File: config.mk
export PLATFORM = sky130hd
export DESIGN_NAME = mc_main_fsm_flat
export DESIGN_NICKNAME = d
export VERILOG_FILES = /design/src/rtl/mc_main_fsm_if.sv /design/src/rtl/mc_main_fsm.sv /design/src/flat_wrapper.sv
export SDC_FILE = /design/constraint.sdc
export NUM_CORES = 1
export LEC_CHECK = 0
export ABC_AREA = 1
export CORE_ASPECT_RATIO = 0.75
export CORE_MARGIN = 3
export CORE_UTILIZATION = 45
export CTS_CLUSTER_SIZE = 30
export DETAILED_ROUTE_END_ITERATION = 6
export GPL_ROUTABILITY_DRIVEN = 0
export HOLD_SLACK_MARGIN = 0.08
export PLACE_DENSITY = 0.7
export SLEW_MARGIN = 25
export SYNTH_ARGS = -nofsm -noshare
export SYNTH_HDL_FRONTEND = slang
export SYNTH_SLANG_ARGS = --single-unit
export TNS_END_PERCENT = 50
File: constraint.sdc
create_clock -name clk -period 3.5 [get_ports clk]
set_clock_uncertainty 0.15 [all_clocks]
set_input_delay 0.7 -clock clk [delete_from_list [all_inputs] [get_ports clk]]
set_output_delay 0.7 -clock clk [all_outputs]
set_load 0.03 [all_outputs]
File: src/rtl/mc_main_fsm_if.sv
// Control/handshake bundle between the multicycle main FSM and the datapath/memory side.
// master: the FSM. It samples op/zero/mem_ready and drives every control strobe and mux select.
// slave : the datapath/memory side. It drives op/zero/mem_ready and consumes the controls.
//   op[6:0]         instruction opcode from IR
//   zero            ALU zero flag
//   mem_ready       memory completes the current access this cycle
//   mem_req         memory access requested
//   pcwrite         PC load enable
//   adrsrc          0: address=PC, 1: address=ALUOut
//   irwrite         IR/OldPC load
//   regwrite        register file write enable
//   memwrite        memory write request, held until mem_ready
//   resultsrc[1:0]  result mux select
//   alusrca[1:0]    ALU A mux select
//   alusrcb[1:0]    ALU B mux select
//   aluop[1:0]      ALU operation class sent to aludec
//   instr_done      pulse in the last cycle of an instruction
//   trap            FSM is in TRAP
//   trap_cause      0 illegal opcode, 1 memory timeout
interface mc_main_fsm_if;
  logic [6:0] op;
  logic       zero;
  logic       mem_ready;
  logic       mem_req;
  logic       pcwrite;
  logic       adrsrc;
  logic       irwrite;
  logic       regwrite;
  logic       memwrite;
  logic [1:0] resultsrc;
  logic [1:0] alusrca;
  logic [1:0] alusrcb;
  logic [1:0] aluop;
  logic       instr_done;
  logic       trap;
  logic       trap_cause;

  modport master (
    input  op, zero, mem_ready,
    output mem_req, pcwrite, adrsrc, irwrite, regwrite, memwrite,
           resultsrc, alusrca, alusrcb, aluop, instr_done, trap, trap_cause
  );

  modport slave (
    output op, zero, mem_ready,
    input  mem_req, pcwrite, adrsrc, irwrite, regwrite, memwrite,
           resultsrc, alusrca, alusrcb, aluop, instr_done, trap, trap_cause
  );
endinterface

File: src/rtl/mc_main_fsm.sv
// Main control FSM of the multicycle RV32I core. It sequences fetch, decode, execute and
// writeback over the shared ALU and memory datapath. It traps on an illegal opcode or on a
// memory access that waits too long.
// Ports:
//   clk    rising-edge clock
//   reset  asynchronous, active-high reset
//   bus    mc_main_fsm_if.master, which carries the opcode, flags and memory handshake in,
//          and all control strobes and mux selects out
module mc_main_fsm #(
  parameter int unsigned TIMEOUT = 255,
  parameter int unsigned TW      = 8
) (
  input  logic          clk,
  input  logic          reset,
  mc_main_fsm_if.master bus
);

  typedef enum logic [3:0] {
    S_FETCH, S_DECODE, S_MEMADR, S_MEMREAD, S_MEMWB, S_MEMWRITE,
    S_EXECR, S_EXECI, S_ALUWB, S_JAL, S_BEQ, S_TRAP
  } state_t;

  // Moore control word. The fetch, pcupdate and branch terms are qualified later by mem_ready or zero.
  typedef struct packed {
    logic       mem_req;
    logic       adrsrc;
    logic       fetch;
    logic       regwrite;
    logic       memwrite;
    logic       pcupdate;
    logic       branch;
    logic [1:0] resultsrc;
    logic [1:0] alusrca;
    logic [1:0] alusrcb;
    logic [1:0] aluop;
  } ctl_t;

  // Control word for each state; fields not set here stay 0.
  function automatic ctl_t ctl_of(state_t s);
    ctl_t c;
    c = '0;
    case (s)
      S_FETCH: begin
        c.mem_req = 1'b1; c.fetch = 1'b1; c.alusrcb = 2'b10; c.resultsrc = 2'b10;
      end
      S_DECODE:   begin c.alusrca = 2'b01; c.alusrcb = 2'b01; end
      S_MEMADR:   begin c.alusrca = 2'b10; c.alusrcb = 2'b01; end
      S_MEMREAD:  begin c.mem_req = 1'b1; c.adrsrc = 1'b1; end
      S_MEMWB:    begin c.resultsrc = 2'b01; c.regwrite = 1'b1; end
      S_MEMWRITE: begin c.mem_req = 1'b1; c.adrsrc = 1'b1; c.memwrite = 1'b1; end
      S_EXECR:    begin c.alusrca = 2'b10; c.alusrcb = 2'b00; c.aluop = 2'b10; end
      S_EXECI:    begin c.alusrca = 2'b10; c.alusrcb = 2'b01; c.aluop = 2'b10; end
      S_ALUWB:    begin c.regwrite = 1'b1; end
      S_JAL:      begin c.alusrca = 2'b01; c.alusrcb = 2'b10; c.pcupdate = 1'b1; end
      S_BEQ:      begin c.alusrca = 2'b10; c.aluop = 2'b01; c.branch = 1'b1; end
      default:    c = '0;
    endcase
    return c;
  endfunction

  state_t        state_q, state_d;
  logic [TW-1:0] cnt_q, cnt_d;
  ctl_t          ctl_q;
  logic          trap_q;
  logic          cause_q, cause_d;
  logic          waiting_c;
  logic          timeout_c;

  // A memory state is stalled on the handshake.
  assign waiting_c = ctl_q.mem_req & ~bus.mem_ready;
  // mem_ready in the expiry cycle still lets the access complete.
  assign timeout_c = (TIMEOUT != 0) && waiting_c && (cnt_q == TW'(TIMEOUT));

  // Next state, trap cause and wait counter.
  always_comb begin
    state_d = state_q;
    cause_d = cause_q;
    cnt_d   = cnt_q;
    case (state_q)
      S_FETCH:    if (bus.mem_ready) state_d = S_DECODE;
      S_DECODE: begin
        case (bus.op)
          7'b0000011, 7'b0100011: state_d = S_MEMADR;
          7'b0110011:             state_d = S_EXECR;
          7'b0010011:             state_d = S_EXECI;
          7'b1101111:             state_d = S_JAL;
          7'b1100011:             state_d = S_BEQ;
          default: begin
            state_d = S_TRAP;
            cause_d = 1'b0;
          end
        endcase
      end
      S_MEMADR:   state_d = bus.op[5] ? S_MEMWRITE : S_MEMREAD;
      S_MEMREAD:  if (bus.mem_ready) state_d = S_MEMWB;
      S_MEMWRITE: if (bus.mem_ready) state_d = S_FETCH;
      S_MEMWB, S_ALUWB, S_BEQ: state_d = S_FETCH;
      S_EXECR, S_EXECI, S_JAL: state_d = S_ALUWB;
      S_TRAP:     state_d = S_TRAP;
      default:    state_d = S_FETCH;
    endcase
    if (timeout_c) begin
      state_d = S_TRAP;
      cause_d = 1'b1;
    end
    // The counter restarts on any state change and saturates instead of wrapping.
    if (state_d != state_q) begin
      cnt_d = '0;
    end else if (waiting_c && (cnt_q != {TW{1'b1}})) begin
      cnt_d = cnt_q + TW'(1);
    end
  end

  // State and registered control word. The control word is decoded from the next state.
  always_ff @(posedge clk or posedge reset) begin
    if (reset) begin
      state_q <= S_FETCH;
      cnt_q   <= '0;
      ctl_q   <= ctl_of(S_FETCH);
      trap_q  <= 1'b0;
      cause_q <= 1'b0;
    end else begin
      state_q <= state_d;
      cnt_q   <= cnt_d;
      ctl_q   <= ctl_of(state_d);
      trap_q  <= (state_d == S_TRAP);
      cause_q <= cause_d;
    end
  end

  // Strobes are held low while reset is high. Mux selects already show the FETCH values.
  assign bus.mem_req    = ctl_q.mem_req & ~reset;
  assign bus.irwrite    = ctl_q.fetch & bus.mem_ready & ~reset;
  assign bus.pcwrite    = ((ctl_q.fetch & bus.mem_ready) | ctl_q.pcupdate |
                           (ctl_q.branch & bus.zero)) & ~reset;
  assign bus.regwrite   = ctl_q.regwrite & ~reset;
  assign bus.memwrite   = ctl_q.memwrite & ~reset;
  assign bus.adrsrc     = ctl_q.adrsrc;
  assign bus.resultsrc  = ctl_q.resultsrc;
  assign bus.alusrca    = ctl_q.alusrca;
  assign bus.alusrcb    = ctl_q.alusrcb;
  assign bus.aluop      = ctl_q.aluop;
  assign bus.instr_done = (state_q != S_FETCH) && (state_d == S_FETCH) && !reset;
  assign bus.trap       = trap_q;
  assign bus.trap_cause = cause_q;

endmodule

File: src/flat_wrapper.sv
// flat-port wrapper written by rule: the top's interface ports become plain ports
module mc_main_fsm_flat 
#(
  parameter int unsigned TIMEOUT = 255,
  parameter int unsigned TW      = 8
)
  (clk, reset, bus_op, bus_zero, bus_mem_ready, bus_mem_req, bus_pcwrite, bus_adrsrc, bus_irwrite, bus_regwrite, bus_memwrite, bus_resultsrc, bus_alusrca, bus_alusrcb, bus_aluop, bus_instr_done, bus_trap, bus_trap_cause);
  mc_main_fsm_if bus_i ();
  input  logic clk;
  input  logic reset;
  input wire logic [$bits(bus_i.op)-1:0] bus_op;
  input wire logic [$bits(bus_i.zero)-1:0] bus_zero;
  input wire logic [$bits(bus_i.mem_ready)-1:0] bus_mem_ready;
  output wire logic [$bits(bus_i.mem_req)-1:0] bus_mem_req;
  output wire logic [$bits(bus_i.pcwrite)-1:0] bus_pcwrite;
  output wire logic [$bits(bus_i.adrsrc)-1:0] bus_adrsrc;
  output wire logic [$bits(bus_i.irwrite)-1:0] bus_irwrite;
  output wire logic [$bits(bus_i.regwrite)-1:0] bus_regwrite;
  output wire logic [$bits(bus_i.memwrite)-1:0] bus_memwrite;
  output wire logic [$bits(bus_i.resultsrc)-1:0] bus_resultsrc;
  output wire logic [$bits(bus_i.alusrca)-1:0] bus_alusrca;
  output wire logic [$bits(bus_i.alusrcb)-1:0] bus_alusrcb;
  output wire logic [$bits(bus_i.aluop)-1:0] bus_aluop;
  output wire logic [$bits(bus_i.instr_done)-1:0] bus_instr_done;
  output wire logic [$bits(bus_i.trap)-1:0] bus_trap;
  output wire logic [$bits(bus_i.trap_cause)-1:0] bus_trap_cause;
  assign bus_i.op = bus_op;
  assign bus_i.zero = bus_zero;
  assign bus_i.mem_ready = bus_mem_ready;
  assign bus_mem_req = bus_i.mem_req;
  assign bus_pcwrite = bus_i.pcwrite;
  assign bus_adrsrc = bus_i.adrsrc;
  assign bus_irwrite = bus_i.irwrite;
  assign bus_regwrite = bus_i.regwrite;
  assign bus_memwrite = bus_i.memwrite;
  assign bus_resultsrc = bus_i.resultsrc;
  assign bus_alusrca = bus_i.alusrca;
  assign bus_alusrcb = bus_i.alusrcb;
  assign bus_aluop = bus_i.aluop;
  assign bus_instr_done = bus_i.instr_done;
  assign bus_trap = bus_i.trap;
  assign bus_trap_cause = bus_i.trap_cause;
  mc_main_fsm #(.TIMEOUT(TIMEOUT), .TW(TW)) u_core (.clk(clk), .reset(reset), .bus(bus_i));
endmodule
## Word-level counts from Yosys, hierarchy flattened

Cells that the tools add are included.
W data, S select, Z words.

- Add/subtract/negate cells: 1
- Multiply operators: 0
- Div/mod/pow operators: 0
- $lt $le $gt $ge: 0
- Equal/unequal tests: 29
- Shift operators: 0
- Mux-type cells: 23
- Bitwise logic cells: 12
- Reductions and logical operators: 22

Operator list:

| operator | count |
|---|---|
| $eq A4 B3 Y1 const B | 7 |
| $pmux W4 S7 | 1 |
| $eq A4 B4 Y1 const B | 6 |
| $pmux W4 S5 | 1 |
| $eq A4 B2 Y1 const B | 4 |
| $mux W4 | 4 |
| $mux W8 | 2 |
| $pmux W2 S2 | 4 |
| $eq A7 B6 Y1 const B | 2 |
| $eq A7 B7 Y1 const B | 2 |
| $reduce_or A2 Y1 | 6 |
| $mux W1 | 10 |
| $reduce_or A3 Y1 | 3 |
| $add A8 B1 Y8 const B | 1 |
| $and A1 B1 Y1 | 8 |
| $eq A4 B1 Y1 const B | 2 |
| $eq A8 B8 Y1 const B | 1 |
| $logic_not A4 Y1 | 2 |
| $ne A8 B8 Y1 const B | 1 |
| $eq A7 B2 Y1 const B | 1 |
| $eq A7 B5 Y1 const B | 1 |
| $reduce_or A6 Y1 | 1 |
| $logic_and A1 B1 Y1 | 4 |
| $ne A4 B4 Y1 | 1 |
| 9 further kinds | 12 |

- Register bits: 29
- Latch bits: 0
- Bits in writable memories: 0
- ROM bits: 0
- Input port bits: 11
- Output and inout port bits: 17
- Word-level logic and storage cells: 102
- Memories: 0

## Longest topological paths before layout

- Depth after elaboration: 8
- Depth in mapped cells: 13
- Mapped depth without buffers: 12

## Worst setup path after synthesis

Ideal clock, no wire load.

- Path type: input to output
- From: input bus_op[1]
- To: output bus_instr_done
- Data arrival time: 1.890 ns
- Required time: 2.650 ns
- Slack: 0.760 ns
- Stages on the path: 7
- Cell sequence: nand2_1 > nand3b_1 > nand2_1 > nand3_4 > nor2_1 > nand2_1 > nor3_2

- Longest elaborated chain between the ends: 8
- Elaborated cells between the ends (all ways): 13

Ends and longest elaborated chain:

| item | RTL line | text |
|---|---|---|
| start: declaration | flat_wrapper.sv:11 | `input wire logic [$bits(bus_i.op)-1:0] bus_op;` |
| $eq A7 B2 Y1 or $eq A7 B6 Y1 (tied branches) | mc_main_fsm.sv:82 | `case (bus.op)` |
| $reduce_or A2 Y1 | mc_main_fsm.sv:82 |  |
| $pmux W4 S5 (*) | mc_main_fsm.sv:82 |  |
| $pmux W4 S7 (*) | mc_main_fsm.sv:79 | `case (state_q)` |
| $mux W4 (*) | mc_main_fsm.sv:102 | `if (timeout_c) begin` |
| net u_core.state_d[3] | mc_main_fsm.sv:61 | `state_t state_q, state_d;` |
| $logic_not A4 Y1 (*) | mc_main_fsm.sv:143 | `assign bus.instr_done = (state_q != S_FETCH) && (state_d == S_FETCH) && !reset;` |
| $logic_and A1 B1 Y1 (*) (2 in series) | mc_main_fsm.sv:143 |  |
| end: declaration | flat_wrapper.sv:24 | `output wire logic [$bits(bus_i.instr_done)-1:0] bus_instr_done;` |

The timed path passes the listed nets; every way through them passes the cells marked *.

## Worst setup path in the final report

- From: input bus_mem_ready
- To: output bus_instr_done

- Longest elaborated chain between the ends: 7
- Elaborated cells between the ends (all ways): 11

Ends and longest elaborated chain:

| item | RTL line | text |
|---|---|---|
| start: declaration | flat_wrapper.sv:13 | `input wire logic [$bits(bus_i.mem_ready)-1:0] bus_mem_ready;` |
| branches (longest 3 deep; another with $pmux W4 S7) | -- |  |
| $mux W4 (*) | mc_main_fsm.sv:102 |  |
| $logic_not A4 Y1 (*) | mc_main_fsm.sv:143 |  |
| $logic_and A1 B1 Y1 (*) (2 in series) | mc_main_fsm.sv:143 |  |

Every way passes the cells marked *.

==> impl_metrics.tcl <==
set metrics [dict create \
    tns_ps 0 \
    start_util_pct 48.4 \
    power_leakage_uw 0.000968 \
    crit_path_max_incr_delay_ps 580 \
    detailed_place_hpwl_um 2360 \
    dieArea_um2 4400 \
    cp.arrival_ps 2420 \
    slew_headroom_pct 64.5 \
    path_common_cell "nand2_1" \
    crit_slowest_cell "clkdlybuf4s50_1" \
    max_freq_ghz 0.306 \
    grt-ovfl-total 0 \
    crit_chain "clkdlybuf4s50_1 -> inv_1 -> nand4_1 -> nand2_1 -> nor2_2 -> nand2_1 -> nor2_1 -> nand2_1 -> nor3_2 -> buf_4" \
    die_x_um 75.6 \
    antenna_left 0 \
    dr.pass1.iters 4 \
    critPathCaptureType "primary output" \
    antenna_cells 0 \
    report.final.setup_viol 0 \
    routedWlPerCell_um 11.2 \
    core_um2 3380 \
    clkSinkCount 28 \
    power.density_nw_per_um2 305 \
    antenna_found_initial 0 \
    syn-num-nets 210 \
    grt_usage_pct 14.7 \
    m1WireLength_um 1450 \
    fin_ws_ps 234 \
    rsz0062_at_grt "false" \
    wl_um 2920 \
    cts_repair_resize_count 0 \
    cts_buffer_depth 2 \
    netlist_area_um2 1630 \
    syn2layout_area_growth_pct 19.9 \
    drt_iter0_markers 75 \
    drc 0 \
    tightest_slew_ps 531 \
    worstPathRequired_ps 2650 \
    vias_per_cell 4.79 \
    ys_seq_area_share_pct 43.1 \
    yosysUniqueCellTypes 26 \
    crit_type "in -> out" \
    htree_levels 1 \
    clk_pin_slew_ps 90 \
    regArea_um2 704 \
    met2_wirelength_um 1340 \
    status "complete, no violations" \
    pin_count 28 \
    rows 18 \
    synth_cells 198 \
    synth_top_area_share_pct 38.3 \
    grt_pass1_vias 1189 \
    start_kind "input pin" \
    hold_buffers 0 \
    grt_max_degree 17 \
    hold_path_class "reg -> reg" \
    synth_area_leaders "dfrtp_1 (38%), nand2_1 (8.7%), nand3_1 (6.4%)" \
    port_buffers 27 \
    grt_pass1_wl_um 5090 \
    synth_top_area_cell "dfrtp_1" \
    yosysWarnings 0 \
    cts_tree "done" \
    routed.top_layer "met4" \
    post-cts-setup-buffer-count 0 \
    vias 1249 \
    maxCapViolations 0 \
    ys_ff_latch 28 \
    drive_above_1_share_pct 20.8 \
    wl_met3_um 106 \
    clockRootBuffer "clkbuf_8" \
    fin_crit_sh_pct 93.3 \
    cp_max_fo 5 \
    fillers 300 \
    peakVddDrop_mv 0.212 \
    fin_crit_ps 3270 \
    chipHeight_um 58.2 \
    synth_area_per_cell_um2 8.25 \
    insertion_delay_ps 270 \
    dp_slack_ps 245 \
    multi_input_area_um2 746 \
    cts_buffers 3 \
    fin_nets 234 \
    hold_viol 0 \
    slew_violations 0 \
]
-- cells in the mapped netlist --
master and count:
nand4_1 4, nand3b_1 1, and3_1 1, xor2_1 4, dfstp_2 3, o21ai_0 1
inv_2 4, nor2_1 19, nand3_4 2, a21oi_1 2, nand3_1 21, xnor2_1 3
a21oi_2 3, nand2_4 2, nor2_4 3, ha_1 1, nor2_2 12, buf_6 1
nand3_2 5, dfrtp_1 25, inv_1 26, nand2_2 5, buf_4 8, nor3_2 1
nand2_1 38, nor3_1 3
-- layout by cell type, fill, tap and decap left out, types with 5 or more instances in the layout --
cell and instances:
nand2_2 5, dfrtp_1 25, nor2_1 19, nand2_1 38, nand3_1 21, clkdlybuf4s50_1 26, nand3_2 5, inv_1 26
nor2_2 12
-- flip-flops by register name, summed over array words and instances, names as in the netlist --
signal                 count
u_core.state_q             4
u_core.ctl_q               5
u_core.bus.trap            1
u_core.bus.trap_cause      1
u_core.bus.aluop           2
u_core.bus.alusrca         2
u_core.bus.resultsrc       2
u_core.bus.adrsrc          1
u_core.cnt_q               8
u_core.bus.alusrcb         2
-- worst max-delay path, delay by kind of cell --
| family | cells | cell delay (ps) |
|---|---|---|
| and+or+nand+nor | 7 | 860 |
| buffers and inverters | 3 | 860 |
-- stage by stage --
stage               std cells  power, uW  hold WS [ps]  area (um2)  util (%)
floorplan                 198        340           380        1630         -
global placement          257        357           342        1890      55.9
detailed placement        257        357           324        1890      55.9
CTS                       261        604           350        1960      58.0
global route              261        620           399        1960      58.0
finish                    261        597           340        1960      58.0
-- layer usage --
metal / GRT usage, % / vias to the layer above
li1: - / 654
met1: 21.0 / 573
met2: 23.5 / 20
met3: 3.12 / 2
met4: 2.24 / 0
met5: 0 / -
-- final timing paths --
path	from	end	cells after the start	slack [ps]
max	bus_mem_ready	bus_instr_done	10	230
min	u_core.bus.trap_cause$_DFFE_PP0P_	u_core.bus.trap_cause$_DFFE_PP0P_	2	340
max reg2reg	u_core.ctl_q[14]$_DFF_PP1_	u_core.cnt_q[7]$_DFFE_PP0P_	7	1560
min reg2reg	u_core.bus.trap_cause$_DFFE_PP0P_	u_core.bus.trap_cause$_DFFE_PP0P_	2	340
max in group asynchronous	reset	u_core.bus.resultsrc[1]$_DFF_PP1_	3	1720
min in group asynchronous	reset	u_core.state_q[3]$_DFF_PP0_	2	830
-- report_power, final --
part	total, uW	leakage [uW]	switching (uW)	internal (uW)
Sequential	323	0.000359	0	323
Combinational	27.2	0.000573	14.7	12.5
Clock	246	0.0000357	93.5	153
Total	597	0.000968	108	489
-- cell type report --
type,instances,area share (%)
clock buffers,3,2.11
clock inverters,1,1.53
inverters,30,5.75
multi-input cells,131,38.1
flip-flops and latches,28,36.0
well taps,40,2.55
repair buffers,28,14.0
-- kinds of logic after synthesis --
kind of cell,share of synthesized area [%]
AOI/OAI and AO/OA,2.53
xor gates and xnor gates,3.75
adders and majority gates,0.766
buffers and inverters,11.3
DFF,43.1
and+or+nand+nor,38.6
(Power assumes the default switching activity.)
